**src/rtl/uart_frame_decoder.sv**
```systemverilog
// uart_frame_decoder
//
// Deframer that sits after a UART receiver. It hunts for SYNC_BYTE and reads
// a length byte L (1..MAX_LEN). It then collects L payload bytes and checks an
// XOR checksum over L and the payload. Only frames that pass the check are
// replayed on a valid/ready stream. Every error is reported as a one-cycle
// pulse. An inter-byte timeout, counted on the baud tick, abandons frames
// that are cut short.
//
// Ports
//   clk_i          system clock, rising edge
//   rst_ni         asynchronous active-low reset
//   tick_i         baud tick strobe (shared with the receiver)
//   rx_data_i      received byte
//   rx_valid_i     one-cycle strobe qualifying rx_data_i
//   out_data_o     payload byte (8'h00 outside DRAIN)
//   out_valid_o    payload byte available
//   out_ready_i    consumer accepts the byte
//   out_last_o     final payload byte of the frame
//   frame_ok_o     pulse: checksum matched, drain starts
//   err_len_o      pulse: length 0 or larger than MAX_LEN
//   err_chk_o      pulse: checksum mismatch
//   err_timeout_o  pulse: inter-byte timeout inside a frame
//   err_overrun_o  pulse: byte received while draining (dropped)
//   busy_o         decoder is anywhere other than HUNT
module uart_frame_decoder #(
    parameter int unsigned MAX_LEN       = 16,
    parameter logic [7:0]  SYNC_BYTE     = 8'hA5,
    parameter int unsigned TIMEOUT_TICKS = 160
) (
    input  logic       clk_i,
    input  logic       rst_ni,
    input  logic       tick_i,
    input  logic [7:0] rx_data_i,
    input  logic       rx_valid_i,
    output logic [7:0] out_data_o,
    output logic       out_valid_o,
    input  logic       out_ready_i,
    output logic       out_last_o,
    output logic       frame_ok_o,
    output logic       err_len_o,
    output logic       err_chk_o,
    output logic       err_timeout_o,
    output logic       err_overrun_o,
    output logic       busy_o
);

    localparam int unsigned PW = (MAX_LEN > 1) ? $clog2(MAX_LEN) : 1;
    localparam int unsigned TW = $clog2(TIMEOUT_TICKS + 1);
    localparam logic [TW-1:0] TO_LAST = TW'(TIMEOUT_TICKS - 1);

    typedef enum logic [2:0] {
        S_HUNT,
        S_LEN,
        S_PAYLOAD,
        S_CHK,
        S_DRAIN
    } state_e;

    state_e        state_q;
    logic [7:0]    len_q;
    logic [7:0]    chk_q;
    logic [PW-1:0] wptr_q;
    logic [PW-1:0] rptr_q;
    logic [TW-1:0] tcnt_q;
    logic [7:0]    out_data_q;
    logic          out_last_q;
    logic          frame_ok_q;
    logic          err_len_q;
    logic          err_chk_q;
    logic          err_timeout_q;
    logic          err_overrun_q;

    logic [7:0]    mem_q [MAX_LEN];

    logic [7:0]    len_m1;
    logic [7:0]    chk_d;
    logic [PW-1:0] wptr_d;
    logic [PW-1:0] rptr_d;
    logic          wptr_last;
    logic          rptr_d_last;
    logic          timing_st;

    assign len_m1      = len_q - 8'd1;
    assign chk_d       = chk_q ^ rx_data_i;
    assign wptr_d      = wptr_q + PW'(1);
    assign rptr_d      = rptr_q + PW'(1);
    assign wptr_last   = (8'(wptr_q) == len_m1);
    assign rptr_d_last = (8'(rptr_d) == len_m1);
    // The timeout only runs while a frame is still arriving.
    assign timing_st   = (state_q == S_LEN) || (state_q == S_PAYLOAD) || (state_q == S_CHK);

    // The payload buffer has no reset. Its contents are only read after being
    // written by the current frame.
    always_ff @(posedge clk_i) begin
        if (state_q == S_PAYLOAD && rx_valid_i) begin
            mem_q[wptr_q] <= rx_data_i;
        end
    end

    always_ff @(posedge clk_i or negedge rst_ni) begin
        if (!rst_ni) begin
            state_q       <= S_HUNT;
            len_q         <= 8'd0;
            chk_q         <= 8'd0;
            wptr_q        <= '0;
            rptr_q        <= '0;
            tcnt_q        <= '0;
            out_data_q    <= 8'h00;
            out_last_q    <= 1'b0;
            frame_ok_q    <= 1'b0;
            err_len_q     <= 1'b0;
            err_chk_q     <= 1'b0;
            err_timeout_q <= 1'b0;
            err_overrun_q <= 1'b0;
        end else begin
            frame_ok_q    <= 1'b0;
            err_len_q     <= 1'b0;
            err_chk_q     <= 1'b0;
            err_timeout_q <= 1'b0;
            err_overrun_q <= 1'b0;

            // A byte always wins over a coincident tick. The count restarts
            // from zero and is not incremented.
            // The case below changes state only on rx_valid_i, so the timeout
            // branch can never conflict with it.
            if (rx_valid_i) begin
                tcnt_q <= '0;
            end else if (timing_st && tick_i) begin
                if (tcnt_q == TO_LAST) begin
                    err_timeout_q <= 1'b1;
                    state_q       <= S_HUNT;
                    tcnt_q        <= '0;
                end else begin
                    tcnt_q <= tcnt_q + TW'(1);
                end
            end

            case (state_q)
                S_HUNT: begin
                    if (rx_valid_i && rx_data_i == SYNC_BYTE) begin
                        state_q <= S_LEN;
                    end
                end
                S_LEN: begin
                    if (rx_valid_i) begin
                        if (rx_data_i == 8'd0 || 32'(rx_data_i) > MAX_LEN) begin
                            err_len_q <= 1'b1;
                            state_q   <= S_HUNT;
                        end else begin
                            len_q   <= rx_data_i;
                            chk_q   <= rx_data_i;
                            wptr_q  <= '0;
                            state_q <= S_PAYLOAD;
                        end
                    end
                end
                S_PAYLOAD: begin
                    if (rx_valid_i) begin
                        chk_q <= chk_d;
                        // Hold the pointer on the last byte so it never wraps.
                        if (wptr_last) begin
                            state_q <= S_CHK;
                        end else begin
                            wptr_q <= wptr_d;
                        end
                    end
                end
                S_CHK: begin
                    if (rx_valid_i) begin
                        if (rx_data_i == chk_q) begin
                            // Preload the first byte so that data is valid in
                            // the same cycle as frame_ok.
                            frame_ok_q <= 1'b1;
                            rptr_q     <= '0;
                            out_data_q <= mem_q[0];
                            out_last_q <= (len_q == 8'd1);
                            state_q    <= S_DRAIN;
                        end else begin
                            err_chk_q <= 1'b1;
                            state_q   <= S_HUNT;
                        end
                    end
                end
                S_DRAIN: begin
                    if (rx_valid_i) begin
                        err_overrun_q <= 1'b1;
                    end
                    if (out_ready_i) begin
                        if (out_last_q) begin
                            out_data_q <= 8'h00;
                            out_last_q <= 1'b0;
                            rptr_q     <= '0;
                            state_q    <= S_HUNT;
                        end else begin
                            rptr_q     <= rptr_d;
                            out_data_q <= mem_q[rptr_d];
                            out_last_q <= rptr_d_last;
                        end
                    end
                end
                default: begin
                    state_q <= S_HUNT;
                end
            endcase
        end
    end

    assign out_data_o    = out_data_q;
    assign out_last_o    = out_last_q;
    assign out_valid_o   = (state_q == S_DRAIN);
    assign busy_o        = (state_q != S_HUNT);
    assign frame_ok_o    = frame_ok_q;
    assign err_len_o     = err_len_q;
    assign err_chk_o     = err_chk_q;
    assign err_timeout_o = err_timeout_q;
    assign err_overrun_o = err_overrun_q;

endmodule

```
**config.mk**
```make
export PLATFORM = sky130hd
export DESIGN_NAME = uart_frame_decoder
export DESIGN_NICKNAME = d
export VERILOG_FILES = /design/src/rtl/uart_frame_decoder.sv
export SDC_FILE = /design/constraint.sdc
export NUM_CORES = 1
export LEC_CHECK = 0
export ABC_CLOCK_PERIOD_IN_PS = 6450
export CAP_MARGIN = 20
export CORE_AREA = 4 4 163 102
export CTS_BUF_LIST = sky130_fd_sc_hd__clkbuf_4 sky130_fd_sc_hd__clkbuf_8 sky130_fd_sc_hd__clkbuf_16
export DETAILED_ROUTE_END_ITERATION = 6
export DIE_AREA = 0 0 167 106
export PLACE_DENSITY = 0.69
export REMOVE_ABC_BUFFERS = 1
export SYNTH_ARGS = -nofsm -noshare
export SYNTH_HDL_FRONTEND = slang
export SYNTH_SLANG_ARGS = --single-unit
```
**constraint.sdc**
```tcl
create_clock -name clk_i -period 6.45 [get_ports clk_i]
set_input_delay 1.29 -clock clk_i [delete_from_list [all_inputs] [get_ports clk_i]]
set_output_delay 1.29 -clock clk_i [all_outputs]
set_load 0.02 [all_outputs]
```
==> results by group, run 1 <==
Outcome
  • Outcome: complete, but fails checks
  • Failing checks: design-rule violations

Run
  • # Max-Cap Violations: 0

Cells and area
  • Area grow syn2layout: 14.3%
  • Filler cells: 1,152
  • Layout cells sized above 1: 17.9%
  • Diode count: 0
  • Fin nets: 549
  • Final Non-Filler Cells: 744

Critical path
  • Worst path required time: 6490 ps
  • CP Launch Point: rx_valid_i
  • Critical Path Sink Type: register
  • Worst stage delay on the critical path: 780 ps
  • Peak fanout along the critical path: 12
  • CP Cell Sequence: clkdlybuf4s50_1 -> nor2b_1 -> and3_1 -> nand3_1 -> nor2_1
  • CP top delay family: simple AND/OR/NAND/NOR gates
  • Worst path slowest cell: nor2_1
  • Crit start category: primary input
  • Worst Path Buf+Inv: 1
  • RR Startpoint: rptr_q[0]$_DFFE_PN0P_
  • CP Class: in -> reg
  • Critical path arrival: 3840 ps

Timing
  • Final worst-path cycle share: 59.0%
  • Final min period: 3800 ps
  • Hold Slack: 490 ps
  • Final setup TNS: 0 ps
  • Fmax: 0.263 GHz
  • Relative slew slack: 35.5%
  • Final Setup Violations: 0
  • RSZ-0062 raised after global routing: no
  • Final Skew: 11.5 ps
  • Endpoints failing hold: 0
  • Worst-Margin Slew: 965 ps
  • Final slew viol count: 0

Floorplan
  • Die W: 167 um
  • Row Count: 35
  • Initial Util: 51.1%
  • Die area: 17,700 um^2
  • Die H: 106 um
  • IO Pins: 29
  • Core Region: 15,100 um^2

Synth
  • Cell variety after synth: 61
  • Cells after synthesis: 494
  • Main combinational cell family by area after synthesis: multiplexers
  • Syn Std Cell Area: 7720 um^2
  • Warnings, synthesis: 0
  • Number of synthesized register bits: 177
  • Number of synthesized flops with an enable pin: 128
  • Register area share after synthesis: 65.7%
  • Post-synthesis mux area share: 12.9%
  • Dominant synthesized flop cell: edfxtp_1
  • Post-synthesis xor/xnor area fraction: 4.07%
  • Asr flop ratio synth: 27.7%
  • Simple-Gate Fraction of Synth Area: 8.97%
  • Adder-cell share of the synthesized area: 1.30%
  • Compound-gate portion of the synthesized area: 4.44%
  • Mean Syn Cell Area: 15.6 um^2

Global route
  • Overflow after GRT: 0
  • Largest net degree at the start of global routing: 50
  • Antenna violations before repair: 0
  • All-layer global routing usage: 19.9%
  • Global-route wire length before repair: 26.4 mm
  • Number of global-route vias before repair: 4,431

Detailed routing
  • Routed vias/inst: 5.95
  • Pre-antenna DRT Iters: 7
  • Vias: 4,430
  • WL per Instance: 22.5 um
  • DR DRC count: 12
  • Wirelength, routed: 16.8 mm
  • Initial DRC count: 453
  • Post-DRT Antenna Nets: 0

Power and ir drop
  • VDD IR-drop max: 0.182 mV
  • Leak pwr: 3.20 nW
  • Pwr/cell area: 317 nW/um^2
  • Power Total: 2.79 mW

Clocking
  • TritonCTS clock tree: done
  • Worst skew pair latency: 420 ps
  • Clock slew at reported path FFs: 70 ps
  • Sink Count: 177
  • Clk buf depth: 2
  • Post-CTS Resized: 0
  • Inserted Clock Buffers: 17
  • CTS Hold Bufs: 0
  • Htree depth: 4
  • Post-CTS setup buffer count: 0
  • Clock root cell: clkbuf_16

Placement
  • Total placed cells including tap cells: 707
  • Port Buffers: 28
  • GP Congestion: 0.786
  • Detailed Place HPWL: 11.1 mm

Min path
  • Hold path start: len_q[7]$_DFFE_PN0P_
  • HP Class: reg -> reg
worst register-to-register path: stages, from the launching register on:
cell	delay (ps)
dfrtp_2	340
buf_4	550
ha_1	280
buf_4	430
mux4_2	430
mux2i_1	170
mux2i_1	90
a22oi_1	450
a21oi_1	130
final cells by class:
class | instances | area [um^2] | share of cell area [%]
multi-input combinational | 279 | 2450 | 27.8
clock inverter | 15 | 190 | 2.16
timing repair buffer | 41 | 385 | 4.37
inverter | 12 | 45.0 | 0.511
tap | 203 | 254 | 2.88
sequential | 177 | 5070 | 57.5
clock buffer | 17 | 425 | 4.82
cell families after synthesis:
| logic type | Yosys count |
|---|---|
| xor gates and xnor gates | 30 |
| muxes | 59 |
| AOI/OAI and AO/OA | 50 |
| DFF | 177 |
| adders and majority gates | 8 |
| and+or+nand+nor | 132 |
| buffers and inverters | 38 |
synth_stat cells (2+ instances only):
master | instances | area, um^2
buf_4 | 2 | 15.0
a311oi_1 | 5 | 43.8
a32oi_1 | 2 | 17.5
clkbuf_1 | 8 | 30.0
nand2_1 | 28 | 105
mux2_2 | 2 | 22.5
o21ai_0 | 7 | 35.0
xor2_1 | 12 | 105
nor2_1 | 38 | 143
nor4_1 | 6 | 37.5
a31oi_1 | 2 | 12.5
xor2_4 | 2 | 55.1
and2_1 | 4 | 25.0
buf_6 | 3 | 33.8
ha_1 | 8 | 100
buf_2 | 12 | 60.1
nor3_1 | 7 | 35.0
mux4_2 | 32 | 721
nor2b_1 | 2 | 12.5
nor3_2 | 2 | 20.0
dfrtp_1 | 49 | 1230
or2_2 | 2 | 12.5
inv_1 | 12 | 45.0
a22oi_1 | 7 | 52.6
nand3_1 | 11 | 55.1
a21oi_1 | 15 | 75.1
xnor2_1 | 15 | 131
mux2i_1 | 24 | 240
nor3b_1 | 3 | 22.5
nand2b_1 | 2 | 12.5
edfxtp_1 | 128 | 3840
nand4_1 | 6 | 37.5
and3_1 | 8 | 50.1
sequential cells by signal, indices dropped and copies added, names as in the netlist, 3 cells and up:
name / flops
out_data_o: 8
rptr_q: 4
wptr_q: 4
chk_q: 8
len_q: 8
state_q: 3
mem_q: 128
tcnt_q: 8
routing by layer:
| metal | GRT usage [%] | wire [um] | up-vias |
|---|---|---|---|
| met2 | 27.6 | 7150 | 172 |
| li1 | - | - | 1958 |
| met5 | 0 | 0 | - |
| met4 | 4.50 | 126 | 0 |
| met1 | 31.4 | 8040 | 2281 |
| met3 | 5.39 | 1450 | 19 |
layout by cell type (no fill, tap or decap), drive strengths merged, types with 5 or more instances in the layout:
cell type,netlist,routed
nand2,29,29
xnor2,15,15
nand3,13,13
nand4,6,6
clkbuf,8,20
a311oi,5,5
and2,5,5
a22oi,7,7
xor2,14,14
clkdlybuf4s50,0,27
a21oi,15,15
dfrtp,49,49
ha,8,8
inv,12,21
mux4,32,32
nor3,9,9
o21ai,7,7
edfxtp,128,128
and3,8,8
nor4,7,7
mux2i,24,24
buf,18,11
nor2,40,40
path summary, 6_finish.rpt:
check | end | slack, ps | depth (start not counted)
max in group asynchronous | chk_q[5]$_DFFE_PN0P_ | 5220 | 2
min in group asynchronous | tcnt_q[7]$_DFFE_PN0P_ | 730 | 1
hold reg to reg | len_q[7]$_DFFE_PN0P_ | 490 | 1
hold / removal | len_q[7]$_DFFE_PN0P_ | 490 | 1
setup / recovery | mem_q[15][1]$_DFFE_PP_ | 2650 | 5
setup reg to reg | out_data_o[0]$_DFFE_PN0P_ | 3430 | 8
power by group:
part           total (mW)  leakage [nW]  switching (mW)  internal (mW)
clock network        1.08         0.296           0.455          0.622
registers            1.29          1.78          0.0298           1.26
logic               0.429          1.12           0.221          0.208
stage by stage:
step	setup slack (ps)	instance area, um^2	util (%)
3_3_place_gp	2180	8150	54.0
4_1_cts	2410	8770	58.0
5_1_grt	2500	8820	58.4
3_5_place_dp	1980	8150	54.0
6_report	2650	8820	58.4
2_1_floorplan	2870	7560	-
No activity file was read; power rests on OpenSTA's default activity.
==> inputs of run 2 (changes only) <==
--- a/config.mk
+++ b/config.mk
@@ -5,7 +5,7 @@
 export SDC_FILE = /design/constraint.sdc
 export NUM_CORES = 1
 export LEC_CHECK = 0
-export ABC_CLOCK_PERIOD_IN_PS = 6450
+export ABC_CLOCK_PERIOD_IN_PS = 3600
 export CAP_MARGIN = 20
 export CORE_AREA = 4 4 163 102
 export CTS_BUF_LIST = sky130_fd_sc_hd__clkbuf_4 sky130_fd_sc_hd__clkbuf_8 sky130_fd_sc_hd__clkbuf_16
==> constraint.sdc (replaced) <==
create_clock -name clk_i -period 3.6 [get_ports clk_i]
set_input_delay 0.72 -clock clk_i [delete_from_list [all_inputs] [get_ports clk_i]]
set_output_delay 0.72 -clock clk_i [all_outputs]
set_load 0.02 [all_outputs]
==> results by group, run 2 (same netlist as run 1, synthesis figures left out) <==
Detailed routing
  • DR DRC count: 0 (was 12)
  • WL per Instance: 23.2 um (was 22.5 um)
  • Routed vias/inst: 5.87 (was 5.95)
  • Post-DRT Antenna Nets: 0 (unchanged)
  • Wirelength, routed: 17.6 mm (was 16.8 mm)
  • Initial DRC count: 510 (was 453)
  • Pre-antenna DRT Iters: 5 (was 7)
  • Vias: 4,469 (was 4,430)

Timing
  • Final slew viol count: 0 (unchanged)
  • RSZ-0062 raised after global routing: no (unchanged)
  • Final setup TNS: 0 ps (unchanged)
  • Endpoints failing hold: 0 (unchanged)
  • Relative slew slack: 53.7% (was 35.5%)
  • Final Setup Violations: 0 (unchanged)
  • Final worst-path cycle share: 86.5%
  • Final min period: 3110 ps
  • Final Skew: 12.2 ps (was 11.5 ps)
  • Fmax: 0.321 GHz
  • Worst-Margin Slew: 694 ps (was 965 ps)

Critical path
  • Peak fanout along the critical path: 12 (unchanged)
  • Worst stage delay on the critical path: 630 ps (was 780 ps)
  • Critical path arrival: 2390 ps (was 3840 ps)
  • Worst path slowest cell: clkdlybuf4s50_1 (was nor2_1)
  • Worst path required time: 2880 ps (was 6490 ps)
  • CP Class: reg -> out (was in -> reg)
  • CP Cell Sequence: nor2_2 -> nand2_1 -> inv_1 -> clkdlybuf4s50_1 (was clkdlybuf4s50_1 -> nor2b_1 -> and3_1 -> nand3_1 -> nor2_1)
  • Crit start category: register (was primary input)
  • Critical Path Sink Type: output port (was register)

Global route
  • Antenna violations before repair: 0 (unchanged)
  • Overflow after GRT: 0 (unchanged)
  • All-layer global routing usage: 20.7% (was 19.9%)
  • Number of global-route vias before repair: 4,589 (was 4,431)
  • Largest net degree at the start of global routing: 50 (unchanged)
  • Global-route wire length before repair: 27.4 mm (was 26.4 mm)

Placement
  • GP Congestion: 0.871 (was 0.786)
  • Port Buffers: 28 (unchanged)
  • Dpl cell area: 8310 um^2 (was 8150 um^2)
  • Total placed cells including tap cells: 728 (was 707)
  • Detailed Place HPWL: 12.1 mm (was 11.1 mm)

Run
  • # Max-Cap Violations: 0 (unchanged)

Floorplan
  • Die W: 167 um (unchanged)
  • Die H: 106 um (unchanged)
  • Core Region: 15,100 um^2 (unchanged)
  • IO Pins: 29 (unchanged)
  • Row Count: 35 (unchanged)
  • Die area: 17,700 um^2 (unchanged)
  • Initial Util: 51.1% (unchanged)

Power and ir drop
  • Leak pwr: 3.27 nW (was 3.20 nW)
  • Pwr/cell area: 545 nW/um^2 (was 317 nW/um^2)
  • VDD IR-drop max: 0.567 mV (was 0.182 mV)

Cells and area
  • Layout cells sized above 1: 20.4% (was 17.9%)
  • Max reg flops: 128 (unchanged)
  • Final Non-Filler Cells: 761 (was 744)
  • Fin nets: 566 (was 549)
  • Design area: 8890 um^2 (was 8820 um^2)
  • Largest register by flop count: mem_q (unchanged)
  • Most frequent cells in the layout: edfxtp_1 (128), dfrtp_1 (48), nor2_1 (38) (unchanged)
  • Commonest non-fill, non-tap cell in the layout: edfxtp_1 (unchanged)
  • Area grow syn2layout: 15.2% (was 14.3%)
  • Diode count: 0 (unchanged)

Clocking
  • Htree depth: 4 (unchanged)
  • Clock slew at reported path FFs: 70 ps (about the same)
  • Inserted Clock Buffers: 17 (unchanged)
  • CTS Hold Bufs: 0 (unchanged)
  • Post-CTS Resized: 0 (unchanged)
  • Clock root cell: clkbuf_16 (unchanged)
  • TritonCTS clock tree: done (unchanged)
  • Clk buf depth: 2 (unchanged)
  • Post-CTS setup buffer count: 0 (unchanged)
  • Sink Count: 177 (unchanged)
  • Worst skew pair latency: 420 ps (about the same)

Outcome
  • Outcome: completed (was complete, but fails checks)

Min path
  • HP Class: in -> async (was reg -> reg)
[run 2: cell types whose count changed in the layout (fill, tap and decap cells not counted), sizes merged]
cell and delta:
buf +20, bufinv -3, clkbuf +2, clkinv +3
clkinvlp -1, inv -4
[run 2: worst max-delay path: cells and delay by family (launching register included)]
kind,cells,cell delay [ps]
DFF,1,440
and+or+nand+nor,2,640
buffers and inverters,2,900
[run 2: final timing paths]
check	from	to	slack (ps)	depth (start not counted)
max	state_q[0]$_DFF_PN0_	out_valid_o	490	4
min	rst_ni	tcnt_q[3]$_DFFE_PN0P_	200	1
max reg2reg	rptr_q[0]$_DFFE_PN0P_	out_data_o[2]$_DFFE_PN0P_	1000	6
min reg2reg	len_q[6]$_DFFE_PN0P_	len_q[6]$_DFFE_PN0P_	490	1
max in group asynchronous	rst_ni	chk_q[5]$_DFFE_PN0P_	2880	2
min in group clk_i	len_q[6]$_DFFE_PN0P_	len_q[6]$_DFFE_PN0P_	490	1
[run 2: report_power, final]
part | internal [mW] | total, mW | switching, mW | leakage [nW]
clock | 0.971 | 1.74 | 0.765 | 0.279
sequential | 2.25 | 2.30 | 0.0532 | 1.78
combinational | 0.380 | 0.804 | 0.424 | 1.20
total | 3.60 | 4.84 | 1.24 | 3.27
[run 2: area by class of cell]
type | count | area, um^2
clock buffers | 22 | 488
well taps | 203 | 254
flip-flops and latches | 177 | 5070
multi-input cells | 279 | 2450
fillers | 1147 | 6220
repair buffers | 58 | 513
inverters | 12 | 45.0
clock inverters | 10 | 71.3
[run 2: layer usage]
layer | global-route usage (%) | vias up | wire length [um]
li1 | - | 1987 | -
met1 | 31.2 | 2270 | 8180
met2 | 29.1 | 201 | 7630
met3 | 7.73 | 11 | 1720
met4 | 3.97 | 0 | 99
met5 | 0 | - | 0
[run 2: per-stage QoR]
step	power [mW]	setup slack [ps]	hold WS, ps	util [%]
floorplan	2.83	16.8	424	-
global placement	3.13	678	471	55.0
detailed placement	3.15	635	475	55.0
CTS	4.87	505	493	58.7
global route	5.03	377	198	58.8
finish	4.84	486	196	58.8
==> inputs of run 3 (changes only) <==
--- a/config.mk
+++ b/config.mk
@@ -7,12 +7,12 @@
 export LEC_CHECK = 0
 export ABC_CLOCK_PERIOD_IN_PS = 3600
 export CAP_MARGIN = 20
-export CORE_AREA = 4 4 163 102
+export CORE_AREA = 4 4 185 115
 export CTS_BUF_LIST = sky130_fd_sc_hd__clkbuf_4 sky130_fd_sc_hd__clkbuf_8 sky130_fd_sc_hd__clkbuf_16
 export DETAILED_ROUTE_END_ITERATION = 6
-export DIE_AREA = 0 0 167 106
-export PLACE_DENSITY = 0.69
+export DIE_AREA = 0 0 189 119
 export REMOVE_ABC_BUFFERS = 1
+export SETUP_SLACK_MARGIN = 0.4
 export SYNTH_ARGS = -nofsm -noshare
 export SYNTH_HDL_FRONTEND = slang
 export SYNTH_SLANG_ARGS = --single-unit
==> results by group, run 3 (same netlist as run 1, synthesis figures left out) <==
Power and ir drop
  • Internal cell power: 3.81 mW (was 3.60 mW)
  • Power Total: 5.13 mW (was 4.84 mW)
  • VDD IR-drop max: 0.385 mV (was 0.567 mV)
  • Clk pwr share: 38.7% (was 35.8%)
  • Flop pwr share: 45.2% (was 47.6%)
  • Pwr/cell area: 567 nW/um^2 (was 545 nW/um^2)
  • Net switching share of the total power: 25.8% (was 25.6%)
  • Leak pwr: 3.30 nW (was 3.27 nW)
  • Switching pwr: 1.32 mW (was 1.24 mW)
  • Gate power share: 16.1% (was 16.6%)

Detailed routing
  • DR DRC count: 0 (unchanged)
  • Post-DRT Antenna Nets: 0 (unchanged)
  • Pre-antenna DRT Iters: 5 (unchanged)
  • Initial DRC count: 422 (was 510)
  • Vias: 4,452 (was 4,469)
  • Routed vias/inst: 5.34 (was 5.87)
  • WL per Instance: 22.3 um (was 23.2 um)
  • Wirelength, routed: 18.6 mm (was 17.6 mm)

Clocking
  • Inserted Clock Buffers: 17 (unchanged)
  • Post-CTS Resized: 0 (unchanged)
  • Worst skew pair latency: 430 ps (was 420 ps)
  • Post-CTS setup buffer count: 0 (unchanged)
  • Clk buf depth: 2 (unchanged)
  • Clock root cell: clkbuf_16 (unchanged)
  • CTS Hold Bufs: 0 (unchanged)
  • Clock slew at reported path FFs: 70 ps (about the same)
  • Sink Count: 177 (unchanged)
  • Htree depth: 4 (unchanged)
  • TritonCTS clock tree: done (unchanged)

Timing
  • Final Skew: 12.6 ps (was 12.2 ps)
  • Setup WS post-layout: 673 ps (was 486 ps)
  • Endpoints failing hold: 0 (unchanged)
  • Final min period: 2930 ps (was 3110 ps)
  • Final worst-path cycle share: 81.3% (was 86.5%)
  • RSZ-0062 raised after global routing: no (unchanged)
  • Final slew viol count: 0 (unchanged)
  • Fmax: 0.342 GHz (was 0.321 GHz)
  • Final setup TNS: 0 ps (unchanged)
  • Worst-Margin Slew: 849 ps (was 694 ps)
  • Final Setup Violations: 0 (unchanged)
  • Relative slew slack: 43.2% (was 53.7%)

Critical path
  • Worst stage delay on the critical path: 620 ps (was 630 ps)
  • CP Cell Sequence: nor2_2 -> nand2_1 -> buf_4 -> inv_1 -> clkdlybuf4s50_1 (was nor2_2 -> nand2_1 -> inv_1 -> clkdlybuf4s50_1)
  • Critical Path Sink Type: output port (unchanged)
  • Critical path arrival: 2210 ps (was 2390 ps)
  • Worst path slowest cell: clkdlybuf4s50_1 (unchanged)
  • Peak fanout along the critical path: 12 (unchanged)
  • CP Class: reg -> out (unchanged)
  • Worst path required time: 2880 ps (about the same)
  • Crit start category: register (unchanged)

Global route
  • Gr busiest metal: met1 (unchanged)
  • Antenna violations before repair: 0 (unchanged)
  • Number of global-route vias before repair: 4,530 (was 4,589)
  • All-layer global routing usage: 17.3% (was 20.7%)
  • Largest net degree at the start of global routing: 36 (was 50)
  • Met2 GRT Util: 23.0% (was 29.1%)
  • Met3 usage: 5.39% (was 7.73%)
  • Met1 Use GR: 27.9% (was 31.2%)
  • Global-route wire length before repair: 28.8 mm (was 27.4 mm)
  • Overflow after GRT: 0 (unchanged)

Placement
  • GP Congestion: 0.824 (was 0.871)
  • Port Buffers: 28 (unchanged)
  • Detailed Place HPWL: 12.8 mm (was 12.1 mm)
  • Place WS: 584 ps (was 635 ps)

Cells and area
  • Area grow syn2layout: 17.3% (was 15.2%)
  • Most frequent cells in the layout: edfxtp_1 (128), dfrtp_1 (48), nor2_1 (38) (unchanged)
  • Filler cells: 1,715 (was 1,147)
  • Max reg flops: 128 (unchanged)
  • Commonest non-fill, non-tap cell in the layout: edfxtp_1 (unchanged)
  • Fin nets: 568 (was 566)
  • Diode count: 0 (unchanged)
  • Layout cells sized above 1: 20.7% (was 20.4%)
  • Largest register by flop count: mem_q (unchanged)

Floorplan
  • IO Pins: 29 (unchanged)
  • Die H: 119 um (was 106 um)
  • Row Count: 40 (was 35)
  • Die area: 22,500 um^2 (was 17,700 um^2)
  • Die W: 189 um (was 167 um)
  • Initial Util: 39.2% (was 51.1%)
  • Core Region: 19,700 um^2 (was 15,100 um^2)

Outcome
  • Outcome: completed (unchanged)

Min path
  • HP Class: in -> async (unchanged)

Run
  • # Max-Cap Violations: 0 (unchanged)
run 3: layout make-up:
type	count	area, um^2	area share (%)
multi-input combinational	279	2450	27.0
inverter	12	45.0	0.498
tap	273	342	3.77
clock inverter	15	203	2.24
sequential	177	5070	56.0
clock buffer	17	425	4.70
timing repair buffer	60	515	5.70
run 3: power by group through the flow:
| stage | logic (mW) | clock network (mW) | registers, mW |
|---|---|---|---|
| CTS | 0.837 | 2.03 | 2.32 |
| global placement | 0.827 | 0 | 2.36 |
| floorplan | 0.403 | 0 | 2.43 |
| finish | 0.824 | 1.98 | 2.32 |
| global route | 0.883 | 2.12 | 2.33 |
| detailed placement | 0.834 | 0 | 2.36 |
run 3: final timing paths:
path                                  startpoint                         to  slack [ps]  cells past startpoint
setup / recovery            state_q[1]$_DFF_PN0_                out_valid_o         670                      5
setup reg to reg           rptr_q[0]$_DFFE_PN0P_  out_data_o[4]$_DFFE_PN0P_         940                      7
max in group asynchronous                 rst_ni  out_data_o[6]$_DFFE_PN0P_        2460                      2
min in group clk_i          len_q[7]$_DFFE_PN0P_       len_q[7]$_DFFE_PN0P_         500                      1
hold / removal                            rst_ni       chk_q[0]$_DFFE_PN0P_         380                      1
hold reg to reg             len_q[7]$_DFFE_PN0P_       len_q[7]$_DFFE_PN0P_         500                      1
run 3: worst max-delay path: cells and delay by family, from the launching register on:
family / cells / cell delay, ps
flops: 1 / 490
buf+inv: 3 / 930
simple gates: 2 / 360
run 3: stage by stage:
stage | utilization (%) | instance area (um^2) | hold slack (ps) | std cells
floorplan | - | 7560 | 424 | 468
global placement | 42.8 | 8420 | 471 | 801
detailed placement | 42.8 | 8420 | 483 | 801
CTS | 46.0 | 9050 | 416 | 833
global route | 46.0 | 9050 | 451 | 833
finish | 46.0 | 9050 | 378 | 833
run 3: per-layer routing:
layer  part of all wire (%)  wire length (um)
met5                      0                 0
met4                   0.52                96
met2                     41              7570
met3                    7.3              1360
met1                     51              9530
